[src/rtl/ccsds123_out_buffer.sv]
// Output buffer behind ccsds123_top: FIFO of {tlast, word}, re-emitted as OUT_WIDTH-bit AXI-Stream beats.
// Optional feature: define CCSDS123_OUT_BUFFER_DROP_CNT_EN to add a saturating drop_count output.
module ccsds123_out_buffer #(
    parameter int BUS_WIDTH = 64,
    parameter int OUT_WIDTH = 32,
    parameter int DEPTH_LOG = 5
) (
    input  logic                 clk,
    input  logic                 aresetn,
    input  logic [BUS_WIDTH-1:0] in_tdata,
    input  logic                 in_tvalid,
    input  logic                 in_tlast,
    output logic [OUT_WIDTH-1:0] out_tdata,
    output logic                 out_tvalid,
    input  logic                 out_tready,
    output logic                 out_tlast,
    output logic                 overflow,
`ifdef CCSDS123_OUT_BUFFER_DROP_CNT_EN
    output logic [15:0]          drop_count,
`endif
    output logic [DEPTH_LOG:0]   level
);

    localparam int RATIO  = BUS_WIDTH / OUT_WIDTH;
    localparam int DEPTH  = 2 ** DEPTH_LOG;
    localparam int BEAT_W = (RATIO > 1) ? $clog2(RATIO) : 1;
    localparam logic [BEAT_W-1:0]  LAST_BEAT = BEAT_W'(RATIO - 1);
    localparam logic [DEPTH_LOG:0] PTR_MSB   = {1'b1, {DEPTH_LOG{1'b0}}};

    if (BUS_WIDTH % OUT_WIDTH != 0) begin : g_width_check
        $error("BUS_WIDTH must be a multiple of OUT_WIDTH");
    end

    logic [BUS_WIDTH:0]  mem [DEPTH];
    logic [DEPTH_LOG:0]  wptr;
    logic [DEPTH_LOG:0]  rptr;
    logic [DEPTH_LOG:0]  rptr_nxt;
    logic [BEAT_W-1:0]   beat;
    logic [BEAT_W-1:0]   beat_nxt;
    logic [BUS_WIDTH:0]  head_nxt;
    logic                full;
    logic                accept;
    logic                pop;
    logic                wr;
    logic                drop;
    logic                load;
    logic                avail;

    assign full   = (wptr ^ rptr) == PTR_MSB;
    assign accept = out_tvalid && out_tready;
    assign pop    = accept && (beat == LAST_BEAT);
    assign wr     = in_tvalid && (!full || pop);
    assign drop   = in_tvalid && full && !pop;
    assign load   = !out_tvalid || out_tready;

    // The head word stays in the FIFO until its last beat is taken; the
    // output register is refilled from the post-pop head so words flow back to back.
    always_comb begin
        rptr_nxt = rptr;
        beat_nxt = beat;
        if (pop) begin
            rptr_nxt = rptr + 1'b1;
            beat_nxt = '0;
        end else if (accept) begin
            beat_nxt = beat + 1'b1;
        end
    end

    assign avail    = (rptr_nxt != wptr);
    assign head_nxt = mem[rptr_nxt[DEPTH_LOG-1:0]];

    always_ff @(posedge clk) begin
        if (wr) begin
            mem[wptr[DEPTH_LOG-1:0]] <= {in_tlast, in_tdata};
        end
    end

    always_ff @(posedge clk or negedge aresetn) begin
        if (!aresetn) begin
            wptr       <= '0;
            rptr       <= '0;
            beat       <= '0;
            out_tvalid <= 1'b0;
            out_tdata  <= '0;
            out_tlast  <= 1'b0;
            overflow   <= 1'b0;
            level      <= '0;
        end else begin
            rptr <= rptr_nxt;
            beat <= beat_nxt;
            if (wr) begin
                wptr <= wptr + 1'b1;
            end
            if (load) begin
                out_tvalid <= avail;
                if (avail) begin
                    out_tdata <= head_nxt[beat_nxt*OUT_WIDTH +: OUT_WIDTH];
                    out_tlast <= head_nxt[BUS_WIDTH] && (beat_nxt == LAST_BEAT);
                end else begin
                    out_tlast <= 1'b0;
                end
            end
            if (drop) begin
                overflow <= 1'b1;
            end
            case ({wr, pop})
                2'b10:   level <= level + 1'b1;
                2'b01:   level <= level - 1'b1;
                default: level <= level;
            endcase
        end
    end

`ifdef CCSDS123_OUT_BUFFER_DROP_CNT_EN
    always_ff @(posedge clk or negedge aresetn) begin
        if (!aresetn) begin
            drop_count <= '0;
        end else if (drop && drop_count != 16'hFFFF) begin
            drop_count <= drop_count + 1'b1;
        end
    end
`endif

endmodule

[config.mk]
export PLATFORM = sky130hd
export DESIGN_NAME = ccsds123_out_buffer
export DESIGN_NICKNAME = d
export VERILOG_FILES = /design/src/rtl/ccsds123_out_buffer.sv
export SDC_FILE = /design/constraint.sdc
export NUM_CORES = 2
export LEC_CHECK = 0
export CORE_UTILIZATION = 35
export CTS_BUF_LIST = sky130_fd_sc_hd__clkbuf_8
export DETAILED_ROUTE_END_ITERATION = 8
export SYNTH_ARGS = -nofsm -noshare
export SYNTH_HDL_FRONTEND = slang
export SYNTH_SLANG_ARGS = --single-unit
[constraint.sdc]
create_clock -name clk -period 6.9 [get_ports clk]
set_input_delay 1.725 -clock clk [delete_from_list [all_inputs] [get_ports clk]]
set_output_delay 1.725 -clock clk [all_outputs]
set_load 0.005 [all_outputs]
==> run metrics <==
Hold WS=0.474 ns; total negative slack=0 ns; Final Hold Viols=0; dpl ws=1.30 ns; count of final max-slew check failures=0; leakage power total=roughly 38 nW; drt first-iter violations=6,559; via density per instance=6.06; RSZ-0062 raised after global routing=no; ys async rst share=around 2.5%; synth warn=0; vias in the first global route=between 60,000 and 70,000; P&R area growth vs syn=13.7%; post-synth top area share=roughly 64%; Setup Buffers After CTS=0; max-cap check violation count=0; Final min period=4.61 ns; nets@finish=just under 6,000; starting density of the core=approximately a third; count leader, synth=edfxtp_1; syn nets=about 5,600; number of port buffers=about 110; number of synthesized flops with an enable pin=2,080; hold-fix buffers at CTS=0; Die ar.=between 0.2 and 0.3 mm²; clock slew at reported path FFs=roughly 0.050 ns; # setup viols final=0; Total Routing Usage GR=around 22%; FP Rows=roughly 190; largest net degree at the start of global routing=about 130; PnR worst setup slack=about 2.3 ns; Post-synth top flop=edfxtp_1; WS Path Type=input port to register; Mapped Area=0.0975 mm²; Required @ worst endpoint=roughly 7.6 ns; Tcrit/Tclk final=66.8%; share of post-route cells with drive strength above 1=between 20% and 30%; clock tree buffer depth=4; outcome=completed; Ports=110; Die X-Extent=roughly 530 µm; Syn Area/Cell=~18 µm²; CP endpoint kind=register; gpl congestion=roughly 0.81; worst clock skew=between 0.07 and 0.08 ns; CTS HTree Levels=5; drc violations=0; most frequent cells after synthesis=edfxtp_1, mux2i_1, mux4_2; Vias=59,400; Final HPWL DP=about 170,000 µm; Max Fclk=0.217 GHz; die height=between 500 and 600 µm; Post-DP Area=slightly above 0.1 mm²; routed wire length=a little over 300,000 µm; critical path arrival=5.31 ns; Slew @ Worst Pin=1.36 ns; Peak VDD IR=approximately 0.00039 V; post-cts resize count=0; Synth area leaders=edfxtp_1, mux4_2, mux2i_1; Mapped Cells=5,555; root buffer cell=clkbuf_8; CTS tree=built; Worst-Skew Late Latency=1.06 ns; Num CTS Buffers=373; gr ovfl total=0; Slew HR=between 8 and 9%; antenna violations before repair=36; Routed Antenna Nets=0; #FFs+latches synth=2,134; cell taking the most area after synthesis=edfxtp_1; fin util=40.0%; DR WL/cell=about 32 µm; Synth cell types=55; hold crit path type=register to register; first-pass GRT wire length=between 400,000 and 500,000 µm; pwr/cell area=between 400 and 500 mW/mm²; sequential share of the synthesized area=approximately two thirds; core area=0.277 mm²; drt first pass iters=5; CP Launch Type=input port; clk sink count=2,134; Non-Filler Cell Area, Final=~0.11 mm²; crit-path max FO=16
-- per-layer routing --
metal / up-vias / part of all wire [%] / track usage, %
met4: 12 / 4.4 / 9.58
met2: 3032 / 49 / 36.9
met1: 31500 / 39 / 27.5
li1: 24100 / - / -
met5: - / 0.020 / 0
met3: 727 / 7.8 / 3.72
-- power breakdown --
group / internal [mW] / switching, mW
Combinational: 9.08 / 12.4
Sequential: 15.2 / 0.714
Clock: 5.91 / 5.20
Total: 30.2 / 18.3
-- cells by family (layout without fill, tap and decap cells) --
kind of cell,after synthesis,count (layout),synth area share [%]
multiplexers,1554,1554,22.7
XOR/XNOR,25,25,0.254
adder cells (fa/ha/maj),7,7,0.0898
AO/OA/AOI/OAI,1098,1098,7.65
other,0,9,0
flip-flops,2134,2134,65.5
AND/OR/NAND/NOR,288,288,1.35
buffers and inverters,449,982,2.46
-- worst paths after layout --
| kind | depth (start not counted) | startpoint | slack [ns] | endpoint |
|---|---|---|---|---|
| max | 9 | out_tready | 2.29 | mem[19][51] |
| min | 1 | level[5] | 0.47 | level[5] |
| min reg2reg | 1 | level[5] | 0.47 | level[5] |
| max reg2reg | 9 | rptr[1] | 2.64 | out_tdata[4] |
| max in group asynchronous | 2 | aresetn | 4.94 | out_tdata[6] |
| min in group asynchronous | 1 | aresetn | 0.75 | beat |
-- cell type report --
class,instances,area [µm²]
Multi-Input combinational cell,2972,31600
Timing Repair Buffer,319,3710
Clock inverter,258,1480
Tap cell,3705,4640
Clock buffer,399,5490
Fill cell,24900,166000
Sequential cell,2134,63800
Inverter,6,22.5
Antenna cell,9,22.5
-- cells in the final DEF, fill, tap and decap left out, types with 117 or more instances in the layout --
| master | n |
|---|---|
| a211o_1 | 152 |
| mux4_2 | 528 |
| a211oi_1 | 200 |
| edfxtp_1 | 2080 |
| clkbuf_8 | 399 |
| buf_4 | 127 |
| o22ai_1 | 512 |
| inv_1 | 117 |
| nand2_1 | 159 |
| mux2i_1 | 1024 |
-- per-stage QoR --
step           total power [mW]  instances
6_report                   48.4       9802
5_1_grt                    50.2       9797
4_1_cts                    48.5       9793
3_5_place_dp               37.4       9136
3_3_place_gp               37.3       9136
2_1_floorplan              30.5       5555
-- sequential cells by signal, summed over array words and instances, names as in the netlist --
name        flops
wptr            6
rptr            6
out_tvalid      1
overflow        1
level           6
out_tdata      32
out_tlast       1
beat            1
mem          2080
-- worst max-delay path: stages --
cell	delay (ns)
clkdlybuf4s50_1	0.56
and2_1	0.17
ha_1	0.14
buf_4	0.21
nor4_1	0.11
a21boi_2	0.45
nand2_1	0.70
nor2_4	0.83
buf_4	0.38
No activity file was read; power rests on OpenSTA's default activity.
